**src/rtl/hit_window_counter_if.sv**
```systemverilog
// Count readout stream: one channel count per beat.
// valid/ready handshake; master drives, slave accepts.
interface hit_window_counter_if #(
    parameter int N_CH    = 4,
    parameter int COUNT_W = 16,
    parameter int WID_W   = 16
);
    localparam int CH_W = $clog2(N_CH) | 1;

    logic [COUNT_W-1:0] data;
    logic [CH_W-1:0]    ch;
    logic [WID_W-1:0]   wid;
    logic               last;
    logic               valid;
    logic               ready;

    modport master (
        output data, ch, wid, last, valid,
        input  ready
    );

    modport slave (
        input  data, ch, wid, last, valid,
        output ready
    );
endinterface

```
**src/rtl/hit_window_counter.sv**
```systemverilog
// Per-channel hit counter windowed by gate_in rising edges.
// Optional HIT_SYNC_EN: 2-FF synchronizer on hit_in.
module hit_window_counter #(
    parameter int N_CH    = 4,
    parameter int COUNT_W = 16,
    parameter int WID_W   = 16
) (
    input  logic                clk_in,
    input  logic                aresetn,
    input  logic                gate_in,
    input  logic [N_CH-1:0]     hit_in,
    hit_window_counter_if.master m_count,
    output logic                overrun
);
    localparam int CH_W = $clog2(N_CH) | 1;
    localparam logic [CH_W-1:0] LAST_CH = CH_W'(N_CH - 1);
    localparam logic [COUNT_W-1:0] CNT_MAX = '1;

    typedef enum logic [1:0] {
        DISARMED,
        IDLE,
        SEND
    } state_t;

    state_t state, state_nx;

    logic [N_CH-1:0]    hit_s;
    logic [N_CH-1:0]    hit_q;
    logic [N_CH-1:0]    hit_e;
    logic               gate_q;
    logic               boundary;
    logic [COUNT_W-1:0] live   [N_CH];
    logic [COUNT_W-1:0] shadow [N_CH];
    logic [CH_W-1:0]    ch, ch_nx;
    logic [WID_W-1:0]   wid, wid_out;
    logic               snap, adv_wid, ovr_set, hs, last;

`ifdef HIT_SYNC_EN
    (* ASYNC_REG = "TRUE" *) logic [N_CH-1:0] sync1;
    (* ASYNC_REG = "TRUE" *) logic [N_CH-1:0] sync2;

    // Two-stage synchronizer for asynchronous discriminator levels
    always_ff @(posedge clk_in or negedge aresetn) begin
        if (!aresetn) begin
            sync1 <= '0;
            sync2 <= '0;
        end else begin
            sync1 <= hit_in;
            sync2 <= sync1;
        end
    end

    assign hit_s = sync2;
`else
    assign hit_s = hit_in;
`endif

    // Delay taps for hit and gate edge detection
    always_ff @(posedge clk_in or negedge aresetn) begin
        if (!aresetn) begin
            hit_q  <= '0;
            gate_q <= 1'b0;
        end else begin
            hit_q  <= hit_s;
            gate_q <= gate_in;
        end
    end

    assign hit_e    = hit_s & ~hit_q;
    assign boundary = gate_in & ~gate_q;

    // Live counters: restart on boundary with the coincident hit, else saturate
    always_ff @(posedge clk_in or negedge aresetn) begin
        if (!aresetn) begin
            for (int i = 0; i < N_CH; i++) live[i] <= '0;
        end else begin
            for (int i = 0; i < N_CH; i++) begin
                if (boundary)
                    live[i] <= COUNT_W'(hit_e[i]);
                else if (hit_e[i] && live[i] != CNT_MAX)
                    live[i] <= live[i] + COUNT_W'(1);
            end
        end
    end

    assign hs   = (state == SEND) && m_count.ready;
    assign last = (ch == LAST_CH);

    // FSM state register
    always_ff @(posedge clk_in or negedge aresetn) begin
        if (!aresetn) state <= DISARMED;
        else          state <= state_nx;
    end

    // Next-state and control strobes
    always_comb begin
        state_nx = state;
        ch_nx    = ch;
        snap     = 1'b0;
        adv_wid  = 1'b0;
        ovr_set  = 1'b0;
        unique case (state)
            DISARMED: begin
                if (boundary) state_nx = IDLE;
            end
            IDLE: begin
                if (boundary) begin
                    snap     = 1'b1;
                    adv_wid  = 1'b1;
                    ch_nx    = '0;
                    state_nx = SEND;
                end
            end
            SEND: begin
                if (boundary) begin
                    adv_wid = 1'b1;
                    ovr_set = 1'b1;
                end
                if (hs) begin
                    if (last) begin
                        ch_nx    = '0;
                        state_nx = IDLE;
                    end else begin
                        ch_nx = ch + CH_W'(1);
                    end
                end
            end
            default: state_nx = DISARMED;
        endcase
    end

    // Snapshot, window id and sticky overrun
    always_ff @(posedge clk_in or negedge aresetn) begin
        if (!aresetn) begin
            ch      <= '0;
            wid     <= '0;
            wid_out <= '0;
            overrun <= 1'b0;
            for (int i = 0; i < N_CH; i++) shadow[i] <= '0;
        end else begin
            ch <= ch_nx;
            if (adv_wid) wid <= wid + WID_W'(1);
            if (snap) begin
                wid_out <= wid;
                shadow  <= live;
            end
            if (ovr_set) overrun <= 1'b1;
        end
    end

    // Beat data mux from the snapshot
    always_comb begin
        m_count.data = '0;
        for (int i = 0; i < N_CH; i++) begin
            if (ch == CH_W'(i)) m_count.data = shadow[i];
        end
    end

    assign m_count.ch    = ch;
    assign m_count.wid   = wid_out;
    assign m_count.last  = (state == SEND) && last;
    assign m_count.valid = (state == SEND);
endmodule

```
**src/flat_wrapper.sv**
```systemverilog
// flat-port wrapper written by rule: the top's interface ports become plain ports
module hit_window_counter_flat 
#(
    parameter int N_CH    = 4,
    parameter int COUNT_W = 16,
    parameter int WID_W   = 16
)
  (clk_in, aresetn, gate_in, hit_in, overrun, m_count_data, m_count_ch, m_count_wid, m_count_last, m_count_valid, m_count_ready);
  hit_window_counter_if #(.N_CH(N_CH), .COUNT_W(COUNT_W), .WID_W(WID_W)) m_count_i ();
  input  logic clk_in;
  input  logic aresetn;
  input  logic gate_in;
  input  logic [N_CH-1:0] hit_in;
  output logic overrun;
  output wire logic [$bits(m_count_i.data)-1:0] m_count_data;
  output wire logic [$bits(m_count_i.ch)-1:0] m_count_ch;
  output wire logic [$bits(m_count_i.wid)-1:0] m_count_wid;
  output wire logic [$bits(m_count_i.last)-1:0] m_count_last;
  output wire logic [$bits(m_count_i.valid)-1:0] m_count_valid;
  input wire logic [$bits(m_count_i.ready)-1:0] m_count_ready;
  assign m_count_data = m_count_i.data;
  assign m_count_ch = m_count_i.ch;
  assign m_count_wid = m_count_i.wid;
  assign m_count_last = m_count_i.last;
  assign m_count_valid = m_count_i.valid;
  assign m_count_i.ready = m_count_ready;
  hit_window_counter #(.N_CH(N_CH), .COUNT_W(COUNT_W), .WID_W(WID_W)) u_core (.clk_in(clk_in), .aresetn(aresetn), .gate_in(gate_in), .hit_in(hit_in), .m_count(m_count_i), .overrun(overrun));
endmodule
```
**config.mk**
```make
export PLATFORM = sky130hd
export DESIGN_NAME = hit_window_counter_flat
export DESIGN_NICKNAME = d
export VERILOG_FILES = /design/src/rtl/hit_window_counter_if.sv /design/src/rtl/hit_window_counter.sv /design/src/flat_wrapper.sv
export SDC_FILE = /design/constraint.sdc
export NUM_CORES = 1
export LEC_CHECK = 0
export ABC_AREA = 1
export ABC_CLOCK_PERIOD_IN_PS = 4900
export BUFFER_PORTS_ARGS = -buffer_cell sky130_fd_sc_hd__buf_2
export CORE_UTILIZATION = 35
export CTS_CLUSTER_SIZE = 25
export DETAILED_ROUTE_END_ITERATION = 12
export PLACE_DENSITY_LB_ADDON = 0.12
export SYNTH_ARGS = -nofsm -noshare
export SYNTH_HDL_FRONTEND = slang
export SYNTH_SLANG_ARGS = --single-unit
```
**constraint.sdc**
```tcl
create_clock -name clk_in -period 4.9 [get_ports clk_in]
set_clock_uncertainty 0.15 [all_clocks]
set_input_delay 0.49 -clock clk_in [delete_from_list [all_inputs] [get_ports clk_in]]
set_output_delay 0.49 -clock clk_in [all_outputs]
set_load 0.02 [all_outputs]
```
==> impl_metrics.py <==
metrics = {
    "run_status": {
        "status": "finished clean",
    },
    "power_and_ir_drop": {
        "seq_power_share": 0.429,
        "ir_drop_mv": 0.227,
        "p_switching_mw": 1.36,
        "power_frac_comb": 0.218,
        "powerDensity_nw_per_um2": 390,
        "pwr-share-clk": 0.353,
        "swShare": 0.345,
        "power.leakage_nw": 5.03,
        "power_mw": 3.95,
        "internal-power_mw": 2.58,
    },
    "timing": {
        "min_period_ps": 3320,
        "whs_ps": 36.1,
        "maxSlewViolCount": 0,
        "worst_pin_slew_ps": 1070,
        "max_freq_ghz": 0.301,
        "rsz0062_at_grt": "no",
        "slew_headroom": 0.288,
        "finalWorstSetupSlack_ps": 1580,
        "hold_viol": 0,
        "period_share": 0.678,
        "fin_tns_setup_ps": 0,
        "setup_viol": 0,
    },
    "min_path": {
        "min_path_cells": 1,
        "holdPathEnd": "u_core.hit_q[3]",
        "worstHoldPathType": "input port to register",
        "min_from": "hit_in[3]",
    },
    "cells_and_area": {
        "fin_area_um2": 10100,
        "layout_common_cells": "nand2_1 (366), dfrtp_1 (171), inv_1 (147)",
        "synthToLayoutAreaGrowth_pct": 12.4,
        "layout_commonest_cell": "nand2_1",
        "fin_util": 0.401,
        "drive_gt1_frac": 0.0971,
        "num_antenna_cells": 0,
        "fin_nets": 1245,
        "stdcell_count": 1566,
    },
    "yosys": {
        "synth_top_area_share": 0.476,
        "synthXorXnorAreaFrac": 0.0175,
        "syn-num-nets": 1214,
        "synth-adder-area-share": 0.0195,
        "avgSynthCellArea_um2": 7.54,
        "ys_ff_latch": 171,
        "synth_top_family_by_area": "simple AND/OR/NAND/NOR gates",
        "synthSimpleGateAreaFrac": 0.296,
        "synth_compound_area_frac": 0.0967,
        "synth_area_leaders": "dfrtp_1 (48%), nand2_1 (15%), inv_1 (6.1%), o21ai_0 (5.7%), nor2_1 (4.9%)",
        "yosysSeqAreaShare": 0.476,
        "yosysUniqueCellTypes": 32,
        "muxShareOfSynthArea": 0.0113,
        "synth_area_um2": 8990,
        "yosysWarningCount": 0,
        "syn_inst": 1192,
        "yosysTopAreaCell": "dfrtp_1",
    },
    "worst_setup_path": {
        "r2r_end": "u_core.state[0]",
        "rr_startpoint": "u_core.m_count.ch[2]",
        "reg2regPathDepth": 5,
        "r2r_slack_ps": 2410,
        "start_kind": "register",
        "cp_slowest_stage_delay_ps": 750,
        "cp_cell_sequence": "inv_1 > nand2_1 > nand2_1 > a21oi_1 > nor2_1 > buf_2",
        "crit_top_cell": "nand2_1",
        "crit_type": "register to output port",
        "critPathCaptureType": "output port",
        "critPathMaxFanout": 34,
        "critPathSlowestCell": "nand2_1",
        "crit_required_ps": 4260,
        "worstPathArrival_ps": 2680,
        "critPathLaunch": "u_core.m_count.ch[2]",
    },
    "route": {
        "drc": 0,
        "viasPerCell": 4.78,
        "num_vias": 7492,
        "firstDrtPassIters": 5,
        "routed_wl_mm": 23.2,
        "ant_nets": 0,
        "avgRoutedWirePerCell_um": 14.8,
        "drtIter0Drc": 616,
    },
    "clock_network": {
        "post_cts_resized": 0,
        "clockRootBuffer": "clkbuf_16",
        "clock-sinks": 171,
        "cts_tree": "built",
        "clk_path_buf_depth": 2,
        "clkLatencyLatePin_ps": 430,
        "h-tree-depth": 4,
        "cts_buffers": 17,
        "path_clk_slew_ps": 70,
    },
    "grt": {
        "overflow": 0,
        "grt_start_max_net_pins": 104,
        "grt_pass1_wl_mm": 38.4,
        "grt_use_total": 0.187,
        "grt_pass1_vias": 7167,
        "antenna_found_initial": 0,
    },
    "die": {
        "core_um2": 25200,
        "pin_count": 46,
        "die_w_um": 162,
        "die_area_um2": 26300,
        "rows": 58,
        "die_height_um": 162,
        "start_util": 0.357,
    },
    "placed_design": {
        "dp_slack_ps": 2080,
        "dp_hpwl_mm": 16.6,
        "place_area_um2": 9490,
        "place_inst": 1533,
        "gp_congestion": 0.822,
        "numPortBuffers": 45,
    },
    "run": {
        "cap_violations": 0,
    },
}
[registers in the layout, summed over array words and instances (netlist names)]
name,cells
u_core.gate_q,1
u_core.hit_q,4
u_core.live,64
u_core.m_count.ch,3
u_core.m_count.wid,16
u_core.overrun,1
u_core.shadow,64
u_core.state,2
u_core.wid,16
[power groups by stage]
| stage | clock (mW) | combinational (mW) | sequential (mW) |
|---|---|---|---|
| 4_1_cts | 1.44 | 0.872 | 1.69 |
| 3_5_place_dp | 0 | 0.867 | 1.72 |
| 6_report | 1.39 | 0.858 | 1.69 |
| 2_1_floorplan | 0 | 0.550 | 1.75 |
| 3_3_place_gp | 0 | 0.862 | 1.72 |
| 5_1_grt | 1.49 | 0.974 | 1.72 |
[cells by family (layout without fill, tap and decap cells)]
kind of cell	Yosys count	in the layout
buffers and inverters	186	230
AO/OA/AOI/OAI	166	166
flip-flops	171	171
multiplexers	9	9
adder cells (fa/ha/maj)	14	14
XOR/XNOR	18	18
AND/OR/NAND/NOR	628	628
[worst max-delay path, delay by kind of cell, from the launching register on]
family	cells	cell delay (ps)
AOI/OAI and AO/OA	1	60
and+or+nand+nor	3	1220
DFF	1	380
buffers and inverters	2	590
[repair_timing]
| action | 4_1_cts | 5_1_grt |
|---|---|---|
| setup buffers | 0 | 0 |
| hold buffers | 1 | 0 |
| hold endpoints to repair | 68 | 0 |
[cell type report]
class,instances,area (um^2)
clock buffers,17,425
fillers,2624,15100
well taps,330,413
multi-input cells,835,3970
inverters,149,559
clock inverters,15,179
repair buffers,49,277
flip-flops and latches,171,4280
[how the worst max path moves through the flow]
| stage | end | cells after the start |
|---|---|---|
| floorplan | m_count_data[10] | 7 |
| global placement | m_count_data[0] | 6 |
| detailed placement | m_count_data[0] | 6 |
| CTS | m_count_data[0] | 6 |
| global route | m_count_data[15] | 6 |
| finish | m_count_data[3] | 6 |
[per-layer routing]
metal / global-route usage / wire length (um) / vias up / share of wire
met5: 0 / 0 / - / 0
met4: 0.0326 / 140 / 0 / 0.0060
met3: 0.0396 / 811 / 7 / 0.035
met2: 0.283 / 10300 / 103 / 0.44
met1: 0.274 / 12000 / 3539 / 0.52
li1: - / - / 3843 / -
[cells in the mapped netlist]
cell,n
o21ai_1,6
clkbuf_1,18
xor2_1,16
mux2_2,9
nor2_1,118
o21ai_0,102
nor3_2,2
nand2_1,367
a21oi_1,38
nor2_4,3
ha_1,14
nand2_4,2
nand3b_1,3
buf_6,3
and2_1,1
nand4_1,30
nor3_1,3
dfrtp_1,171
xnor2_1,2
nor2_2,11
inv_2,2
o31ai_1,1
or2_2,2
o21bai_1,2
buf_2,14
o22ai_1,16
buf_4,2
inv_1,147
nor2_8,1
o21ai_4,1
nand3_1,79
nand2_2,6
No activity file was read; power rests on OpenSTA's default activity.
